**src/rtl/qtpa_pkg.sv**
```systemverilog
// qtpa_pkg: shared types and defaults for the ISS/EX hazard controller.
package qtpa_pkg;
   typedef enum logic [1:0] {RUN, MC_BUSY, FLUSH} hz_state_t;
   localparam int MC_LAT_DEF    = 4;
   localparam int FLUSH_CYC_DEF = 2;
   function automatic logic [15:0] dec16(input logic [3:0] a);
      return 16'h1 << a;
   endfunction
endpackage

```
**src/rtl/iss_ex_hazard_ctrl_if.sv**
```systemverilog
// iss_ex_hazard_ctrl_if: pipeline-side signals of the ISS/EX hazard controller.
interface iss_ex_hazard_ctrl_if;
   logic        iss_valid;
   logic [3:0]  iss_rs1_addr;
   logic [3:0]  iss_rs2_addr;
   logic        iss_use_rs1;
   logic        iss_use_rs2;
   logic [3:0]  iss_rd_addr;
   logic        iss_we;
   logic        iss_is_load;
   logic        ex_mc;
   logic [3:0]  wb_rd_addr;
   logic        wb_we;
   logic        redirect;
   logic        iss_stall;
   logic        iss_ex_stall;
   logic        iss_ex_flush;
   logic [15:0] pending;
   modport master (
      output iss_valid, iss_rs1_addr, iss_rs2_addr, iss_use_rs1, iss_use_rs2,
             iss_rd_addr, iss_we, iss_is_load, ex_mc, wb_rd_addr, wb_we, redirect,
      input  iss_stall, iss_ex_stall, iss_ex_flush, pending
   );
   modport slave (
      input  iss_valid, iss_rs1_addr, iss_rs2_addr, iss_use_rs1, iss_use_rs2,
             iss_rd_addr, iss_we, iss_is_load, ex_mc, wb_rd_addr, wb_we, redirect,
      output iss_stall, iss_ex_stall, iss_ex_flush, pending
   );
endinterface

```
**src/rtl/hz_scoreboard.sv**
```systemverilog
// hz_scoreboard: 16-entry outstanding-write scoreboard; a set beats a clear of the same bit.
module hz_scoreboard import qtpa_pkg::*; (
   input  logic        clk,
   input  logic        rst_n,
   input  logic        set_en_i,
   input  logic [3:0]  set_addr_i,
   input  logic        clr_en_i,
   input  logic [3:0]  clr_addr_i,
   output logic [15:0] pending_o
);
   logic [15:0] pend_q, pend_d;
   always_comb pend_d = (pend_q & ~(clr_en_i ? dec16(clr_addr_i) : 16'h0))
                      | (set_en_i ? dec16(set_addr_i) : 16'h0);
   always_ff @(posedge clk or negedge rst_n) begin
      if (!rst_n) pend_q <= '0;
      else        pend_q <= pend_d;
   end
   assign pending_o = pend_q;
endmodule

```
**src/rtl/iss_ex_hazard_ctrl.sv**
```systemverilog
// iss_ex_hazard_ctrl: ISS/EX stall/flush control with RAW scoreboard, multi-cycle hold and redirect flush.
// Define QTPA_HAZ_FWD_EN to track only loads and multi-cycle results (ALU results are forwarded).
module iss_ex_hazard_ctrl import qtpa_pkg::*; #(
   parameter int MC_LAT    = MC_LAT_DEF,
   parameter int FLUSH_CYC = FLUSH_CYC_DEF
) (
   input logic                 clk,
   input logic                 rst_n,
   iss_ex_hazard_ctrl_if.slave hz
);
   localparam logic [3:0] MC_END = 4'(MC_LAT - 1);
   localparam logic [3:0] FL_END = 4'(FLUSH_CYC);
   hz_state_t   state_q, state_d;
   logic [3:0]  cnt_q, cnt_d;
   logic [15:0] pend;
   logic        raw, stall, ex_stall, flush, accept, set_en;
   logic [3:0]  set_addr;
   assign raw = hz.iss_valid & ((hz.iss_use_rs1 & pend[hz.iss_rs1_addr])
                              | (hz.iss_use_rs2 & pend[hz.iss_rs2_addr]));
   // The closing cycle of MC_BUSY/FLUSH behaves like RUN except that ex_mc is not re-armed.
   always_comb begin
      state_d  = RUN;
      cnt_d    = '0;
      stall    = raw;
      ex_stall = 1'b0;
      flush    = raw;
      if (hz.redirect) begin
         stall   = 1'b0;
         flush   = 1'b1;
         state_d = (FLUSH_CYC == 1) ? RUN : FLUSH;
         cnt_d   = (FLUSH_CYC == 1) ? 4'd0 : 4'd1;
      end else if (state_q == MC_BUSY && cnt_q < MC_END) begin
         stall    = 1'b1;
         ex_stall = 1'b1;
         flush    = 1'b0;
         state_d  = MC_BUSY;
         cnt_d    = cnt_q + 4'd1;
      end else if (state_q == FLUSH && cnt_q < FL_END) begin
         stall   = 1'b0;
         flush   = 1'b1;
         state_d = FLUSH;
         cnt_d   = cnt_q + 4'd1;
      end else if (state_q == RUN && hz.ex_mc) begin
         stall    = 1'b1;
         ex_stall = 1'b1;
         flush    = 1'b0;
         state_d  = MC_BUSY;
         cnt_d    = 4'd1;
      end
   end
   always_ff @(posedge clk or negedge rst_n) begin
      if (!rst_n) begin
         state_q <= RUN;
         cnt_q   <= '0;
      end else begin
         state_q <= state_d;
         cnt_q   <= cnt_d;
      end
   end
   assign accept = hz.iss_valid & ~stall & ~flush;
`ifdef QTPA_HAZ_FWD_EN
   logic [3:0] ex_rd_q;
   logic       ex_we_q, mc_set;
   // Remember the op now in EX so a multi-cycle result can be tracked once ex_mc reveals it.
   always_ff @(posedge clk or negedge rst_n) begin
      if (!rst_n) begin
         ex_rd_q <= '0;
         ex_we_q <= 1'b0;
      end else if (!ex_stall) begin
         ex_rd_q <= hz.iss_rd_addr;
         ex_we_q <= accept & hz.iss_we;
      end
   end
   assign mc_set   = (state_q == RUN) & hz.ex_mc & ~hz.redirect & ex_we_q;
   assign set_en   = (accept & hz.iss_we & hz.iss_is_load) | mc_set;
   assign set_addr = mc_set ? ex_rd_q : hz.iss_rd_addr;
`else
   assign set_en   = accept & hz.iss_we;
   assign set_addr = hz.iss_rd_addr;
`endif
   hz_scoreboard u_sb (
      .clk        (clk),
      .rst_n      (rst_n),
      .set_en_i   (set_en),
      .set_addr_i (set_addr),
      .clr_en_i   (hz.wb_we),
      .clr_addr_i (hz.wb_rd_addr),
      .pending_o  (pend)
   );
   assign hz.pending      = pend;
   assign hz.iss_stall    = rst_n & stall;
   assign hz.iss_ex_stall = rst_n & ex_stall;
   assign hz.iss_ex_flush = rst_n & flush;
endmodule

```
**src/flat_wrapper.sv**
```systemverilog
// flat-port wrapper written by rule: the top's interface ports become plain ports
module iss_ex_hazard_ctrl_flat import qtpa_pkg::*;
#(
   parameter int MC_LAT    = MC_LAT_DEF,
   parameter int FLUSH_CYC = FLUSH_CYC_DEF
)
  (clk, rst_n, hz_iss_valid, hz_iss_rs1_addr, hz_iss_rs2_addr, hz_iss_use_rs1, hz_iss_use_rs2, hz_iss_rd_addr, hz_iss_we, hz_iss_is_load, hz_ex_mc, hz_wb_rd_addr, hz_wb_we, hz_redirect, hz_iss_stall, hz_iss_ex_stall, hz_iss_ex_flush, hz_pending);
  iss_ex_hazard_ctrl_if hz_i ();
  input logic clk;
  input logic rst_n;
  input wire logic [$bits(hz_i.iss_valid)-1:0] hz_iss_valid;
  input wire logic [$bits(hz_i.iss_rs1_addr)-1:0] hz_iss_rs1_addr;
  input wire logic [$bits(hz_i.iss_rs2_addr)-1:0] hz_iss_rs2_addr;
  input wire logic [$bits(hz_i.iss_use_rs1)-1:0] hz_iss_use_rs1;
  input wire logic [$bits(hz_i.iss_use_rs2)-1:0] hz_iss_use_rs2;
  input wire logic [$bits(hz_i.iss_rd_addr)-1:0] hz_iss_rd_addr;
  input wire logic [$bits(hz_i.iss_we)-1:0] hz_iss_we;
  input wire logic [$bits(hz_i.iss_is_load)-1:0] hz_iss_is_load;
  input wire logic [$bits(hz_i.ex_mc)-1:0] hz_ex_mc;
  input wire logic [$bits(hz_i.wb_rd_addr)-1:0] hz_wb_rd_addr;
  input wire logic [$bits(hz_i.wb_we)-1:0] hz_wb_we;
  input wire logic [$bits(hz_i.redirect)-1:0] hz_redirect;
  output wire logic [$bits(hz_i.iss_stall)-1:0] hz_iss_stall;
  output wire logic [$bits(hz_i.iss_ex_stall)-1:0] hz_iss_ex_stall;
  output wire logic [$bits(hz_i.iss_ex_flush)-1:0] hz_iss_ex_flush;
  output wire logic [$bits(hz_i.pending)-1:0] hz_pending;
  assign hz_i.iss_valid = hz_iss_valid;
  assign hz_i.iss_rs1_addr = hz_iss_rs1_addr;
  assign hz_i.iss_rs2_addr = hz_iss_rs2_addr;
  assign hz_i.iss_use_rs1 = hz_iss_use_rs1;
  assign hz_i.iss_use_rs2 = hz_iss_use_rs2;
  assign hz_i.iss_rd_addr = hz_iss_rd_addr;
  assign hz_i.iss_we = hz_iss_we;
  assign hz_i.iss_is_load = hz_iss_is_load;
  assign hz_i.ex_mc = hz_ex_mc;
  assign hz_i.wb_rd_addr = hz_wb_rd_addr;
  assign hz_i.wb_we = hz_wb_we;
  assign hz_i.redirect = hz_redirect;
  assign hz_iss_stall = hz_i.iss_stall;
  assign hz_iss_ex_stall = hz_i.iss_ex_stall;
  assign hz_iss_ex_flush = hz_i.iss_ex_flush;
  assign hz_pending = hz_i.pending;
  iss_ex_hazard_ctrl #(.MC_LAT(MC_LAT), .FLUSH_CYC(FLUSH_CYC)) u_core (.clk(clk), .rst_n(rst_n), .hz(hz_i));
endmodule
```
**config.mk**
```make
export PLATFORM = sky130hd
export DESIGN_NAME = iss_ex_hazard_ctrl_flat
export DESIGN_NICKNAME = d
export VERILOG_FILES = /design/src/rtl/qtpa_pkg.sv /design/src/rtl/iss_ex_hazard_ctrl_if.sv /design/src/rtl/hz_scoreboard.sv /design/src/rtl/iss_ex_hazard_ctrl.sv /design/src/flat_wrapper.sv
export SDC_FILE = /design/constraint.sdc
export NUM_CORES = 1
export LEC_CHECK = 0
export CAP_MARGIN = 20
export CORE_ASPECT_RATIO = 1.75
export CORE_MARGIN = 2
export CORE_UTILIZATION = 46
export DETAILED_ROUTE_END_ITERATION = 8
export PLACE_DENSITY = 0.79
export SYNTH_ARGS = -nofsm -noshare
export SYNTH_HDL_FRONTEND = slang
export SYNTH_SLANG_ARGS = --single-unit
export TNS_END_PERCENT = 50
```
**constraint.sdc**
```tcl
create_clock -name clk -period 2.2 [get_ports clk]
set_input_delay 0.33 -clock clk [delete_from_list [all_inputs] [get_ports clk]]
set_output_delay 0.33 -clock clk [all_outputs]
set_load 0.05 [all_outputs]
```
==> impl_metrics.prom <==
# TYPE chip_impl_metric gauge
chip_impl_metric{name="leakagePower",unit="nW"} 0.980
chip_impl_metric{name="final-max-slew-violation-count",unit=""} 0
chip_impl_metric{name="die_h",unit="um"} 78.0
chip_impl_metric{name="ys_seq_area_share",unit="%"} 38.2
chip_impl_metric{name="holdWs",unit="ns"} 0.463
chip_impl_metric{name="design.die.area",unit="um^2"} 3610
chip_impl_metric{name="row_count",unit=""} 26
chip_impl_metric{name="post-route-drc-count",unit=""} 0
chip_impl_metric{name="avgSynthCellArea",unit="um^2"} 10.3
chip_impl_metric{name="boundaryPins",unit=""} 45
chip_impl_metric{name="max_rail_drop_vdd",unit="V"} 0.000727
chip_impl_info{name="result_of_the_run",value="finished with violations"} 1
chip_impl_metric{name="tritoncts_num_sinks",unit=""} 22
chip_impl_metric{name="max_cap_violations",unit=""} 0
chip_impl_metric{name="drt_iter0_markers",unit=""} 94
chip_impl_metric{name="port_buffers",unit=""} 43
chip_impl_metric{name="initial_core_utilization",unit="%"} 48.6
chip_impl_info{name="rsz0062_at_grt",value="true"} 1
chip_impl_metric{name="synth_compound_gate_area_share",unit="%"} 23.4
chip_impl_metric{name="layout_setup_ws",unit="ns"} -0.231
chip_impl_info{name="tritoncts",value="built"} 1
chip_impl_metric{name="vias",unit=""} 1564
chip_impl_metric{name="grt_overflow_total",unit=""} 0
chip_impl_info{name="r2r_start",value="u_core.u_sb.pending_o[7]$_DFF_PN0_"} 1
chip_impl_metric{name="power",unit="mW"} 1.40
chip_impl_metric{name="post_synth_fa_ha_maj_area_fraction",unit="%"} 0.869
chip_impl_metric{name="grt_pass1_wl",unit="mm"} 8.42
chip_impl_metric{name="grt_pass1_vias",unit=""} 1738
chip_impl_info{name="r2r_end",value="u_core.u_sb.pending_o[14]$_DFF_PN0_"} 1
chip_impl_metric{name="clock_insertion_delay_worst_skew",unit="ns"} 0.28
chip_impl_metric{name="share_of_async_settable_or_async_resettable_flops_after_synthesis",unit="%"} 100
chip_impl_metric{name="cell_count_after_synthesis",unit=""} 140
chip_impl_info{name="synth_top_family_by_area",value="compound AO/OA/AOI/OAI gates"} 1
chip_impl_metric{name="antenna_violations_before_repair",unit=""} 0
chip_impl_metric{name="placeableCoreArea",unit="um^2"} 2960
chip_impl_metric{name="clk_pin_slew",unit="ns"} 0.08
chip_impl_metric{name="die_w",unit="um"} 46.3
chip_impl_metric{name="cts-htree-levels",unit=""} 1
chip_impl_metric{name="detail_route.wirelength",unit="mm"} 5.27
chip_impl_metric{name="min_period",unit="ns"} 2.43
chip_impl_info{name="violations",value="negative setup slack"} 1
chip_impl_metric{name="fin_skew",unit="ns"} 0.00200
chip_impl_metric{name="post_synthesis_share_of_cell_area_spent_on_and_or_nand_and_nor_gates",unit="%"} 21.2
chip_impl_metric{name="syn-num-nets",unit=""} 167
chip_impl_metric{name="synth_seq_cells",unit=""} 22
chip_impl_metric{name="cts_made_buffers",unit=""} 3
chip_impl_metric{name="synth_enable_flop_cells",unit=""} 0
chip_impl_metric{name="placement.setup.worst_slack",unit="ns"} -0.481
chip_impl_metric{name="power_density_of_the_placed_cells",unit="nW/um^2"} 607
chip_impl_metric{name="timing.final.setup_violations",unit=""} 15
chip_impl_metric{name="cp_max_fo",unit=""} 3
chip_impl_metric{name="insertedDiodeCount",unit=""} 0
chip_impl_info{name="critPathLaunchType",value="flop"} 1
chip_impl_metric{name="route.detailed.vias_per_inst",unit=""} 6.23
chip_impl_metric{name="synth_area",unit="um^2"} 1440
chip_impl_metric{name="number_of_routed_nets_with_antenna_violations",unit=""} 0
chip_impl_info{name="ys.flop_type",value="sky130_fd_sc_hd__dfrtp_1"} 1
chip_impl_metric{name="cp.arrival",unit="ns"} 2.10
chip_impl_metric{name="max-slew-margin-rel",unit="%"} 64.3
chip_impl_metric{name="post_route_cells_drive_above_1_share",unit="%"} 33.5
chip_impl_metric{name="clock_path_buffers",unit=""} 2
chip_impl_metric{name="worst-slew-pin-transition",unit="ns"} 0.534
chip_impl_metric{name="grt_use_total",unit="%"} 33.1
chip_impl_metric{name="synthMuxAreaShare",unit="%"} 11.4
chip_impl_metric{name="report.final.hold_viol_count",unit=""} 0
chip_impl_metric{name="final_min_period_over_clock_period",unit="%"} 110
chip_impl_metric{name="hpwlAfterDp",unit="mm"} 3.93
chip_impl_metric{name="grt_max_degree",unit=""} 15
chip_impl_metric{name="final_nets",unit=""} 237
chip_impl_metric{name="synth_xor_xnor_area_share",unit="%"} 0
chip_impl_metric{name="area_delta_synth_final",unit="%"} 59.6
chip_impl_metric{name="cts_hold_fix_bufs",unit=""} 0
chip_impl_info{name="holdCritPathClass",value="in -> async"} 1
chip_impl_metric{name="fillers",unit=""} 191
chip_impl_metric{name="rr_worst_depth",unit=""} 9
chip_impl_metric{name="synth.yosys.warnings",unit=""} 0
chip_impl_metric{name="timing.reg2reg.setup_slack",unit="ns"} -0.18
chip_impl_metric{name="first_pass_iters",unit=""} 4
chip_impl_metric{name="timing.fmax",unit="GHz"} 0.411
chip_impl_info{name="critPathKind",value="reg -> out"} 1
chip_impl_info{name="clock_root_buffer",value="sky130_fd_sc_hd__clkbuf_8"} 1
chip_impl_info{name="critical_path.endpoint_type",value="output pin"} 1
chip_impl_metric{name="globalplace.congestion",unit=""} 0.930
chip_impl_metric{name="cp.required",unit="ns"} 1.87
chip_impl_metric{name="routed_wire_length_per_instance",unit="um"} 21.0
chip_impl_metric{name="synth_cell_types",unit=""} 40
routing by layer:
metal | global-route usage [%] | vias to the layer above | share of wire, %
met2 | 55.3 | 97 | 55
met3 | 6.67 | 31 | 5.5
met5 | 0 | - | 0
met4 | 27.4 | 0 | 7.6
li1 | - | 690 | -
met1 | 32.2 | 746 | 31
per-stage QoR:
step                      setup TNS [ns]  utilization (%)  cell area [um^2]  instances
after detailed placement           -6.29             70.8              2090        242
after floorplan                 -0.00486                -              1460        140
after global routing               -3.23             77.6              2300        251
after CTS                         -0.590             77.0              2280        250
final                              -1.86             77.6              2300        251
after global placement             -5.14             70.8              2090        242
registers in the layout, indices dropped and copies added (netlist names):
signal,flops
u_core.state_q,2
u_core.cnt_q,4
u_core.u_sb.pending_o,16
what timing repair did:
item / CTS / global route
buffers inserted: 4 / 1
pin swaps: 2 / 3
gates resized for setup: 22 / 3
endpoints found under the setup margin: 14 / 16
cells in the final DEF (no fill, tap or decap), types with 2 or more instances in the layout:
cell type / instances
sky130_fd_sc_hd__a21oi_1: 2
sky130_fd_sc_hd__a22oi_1: 3
sky130_fd_sc_hd__and2_1: 3
sky130_fd_sc_hd__and2b_1: 2
sky130_fd_sc_hd__buf_12: 3
sky130_fd_sc_hd__buf_4: 26
sky130_fd_sc_hd__buf_6: 2
sky130_fd_sc_hd__clkbuf_8: 3
sky130_fd_sc_hd__clkdlybuf4s50_1: 36
sky130_fd_sc_hd__dfrtp_1: 13
sky130_fd_sc_hd__dfrtp_2: 9
sky130_fd_sc_hd__dlygate4sd2_1: 3
sky130_fd_sc_hd__inv_1: 4
sky130_fd_sc_hd__mux2i_1: 7
sky130_fd_sc_hd__mux4_2: 4
sky130_fd_sc_hd__nand2_1: 3
sky130_fd_sc_hd__nand2b_1: 2
sky130_fd_sc_hd__nand3_1: 8
sky130_fd_sc_hd__nand3b_1: 2
sky130_fd_sc_hd__nand4_1: 5
sky130_fd_sc_hd__nor2_1: 6
sky130_fd_sc_hd__nor2b_1: 5
sky130_fd_sc_hd__nor3b_1: 4
sky130_fd_sc_hd__o2111ai_2: 2
sky130_fd_sc_hd__o21ai_0: 19
sky130_fd_sc_hd__o21ai_1: 2
sky130_fd_sc_hd__o31ai_1: 3
sky130_fd_sc_hd__o41ai_1: 2
sky130_fd_sc_hd__o41ai_2: 5
sky130_fd_sc_hd__o41ai_4: 3
cell usage after synthesis, drive strengths merged (4+ instances only):
cell type  number  area share (%)
inv             4             1.0
nor3b           4             2.1
mux2i           7             4.9
nand4           6             3.0
mux4            4             6.5
dfrtp          22              38
o21ai          21             7.3
nand3           8             2.8
o41ai          10             8.2
nor2            6             1.6
nor2b           6             2.6
buf             5             3.4
where the power goes:
group,switching (mW),leakage (nW),total (mW),internal [mW]
clock,0.139,0.0357,0.383,0.244
combinational,0.293,0.665,0.519,0.226
sequential,0.0482,0.279,0.493,0.445
total,0.481,0.980,1.40,0.915
kinds of logic (layout without fill, tap and decap cells):
| logic type | after synthesis | in the layout |
|---|---|---|
| other | 1 | 1 |
| and+or+nand+nor | 50 | 50 |
| AOI/OAI and AO/OA | 45 | 45 |
| muxes | 11 | 11 |
| buffers and inverters | 10 | 79 |
| adders and majority gates | 1 | 1 |
| DFF | 22 | 22 |
worst max-delay path, stage by stage, from the launching register on:
cell and delay [ns]:
sky130_fd_sc_hd__dfrtp_2 0.45, sky130_fd_sc_hd__mux4_2 0.51, sky130_fd_sc_hd__nand2b_4 0.15, sky130_fd_sc_hd__nand4b_1 0.11
sky130_fd_sc_hd__nand4_1 0.13, sky130_fd_sc_hd__a32o_2 0.32, sky130_fd_sc_hd__buf_12 0.15
how the worst max path moves through the flow:
stage                                                   from              end  slack [ns]  depth (start not counted)
final                     u_core.u_sb.pending_o[7]$_DFF_PN0_  hz_iss_ex_flush       -0.23                          6
after floorplan                    u_core.cnt_q[0]$_DFF_PN0_     hz_iss_stall      -0.005                          6
after CTS                 u_core.u_sb.pending_o[7]$_DFF_PN0_  hz_iss_ex_flush       -0.20                          6
after detailed placement                  hz_iss_rs1_addr[0]  hz_iss_ex_flush       -0.48                          8
after global placement                    hz_iss_rs1_addr[0]  hz_iss_ex_flush       -0.44                          7
after global routing      u_core.u_sb.pending_o[7]$_DFF_PN0_  hz_iss_ex_flush       -0.31                          6
layout make-up:
class                   instances  area, um^2  area share (%)
inverters                       4        15.0           0.653
clock buffers                   3        41.3            1.80
well taps                      42        52.6            2.29
clock inverters                 1        30.0            1.31
multi-input cells             108         922            40.1
repair buffers                 71         676            29.4
flip-flops and latches         22         562            24.4
Note: power is estimated with default switching activity, not from simulation.
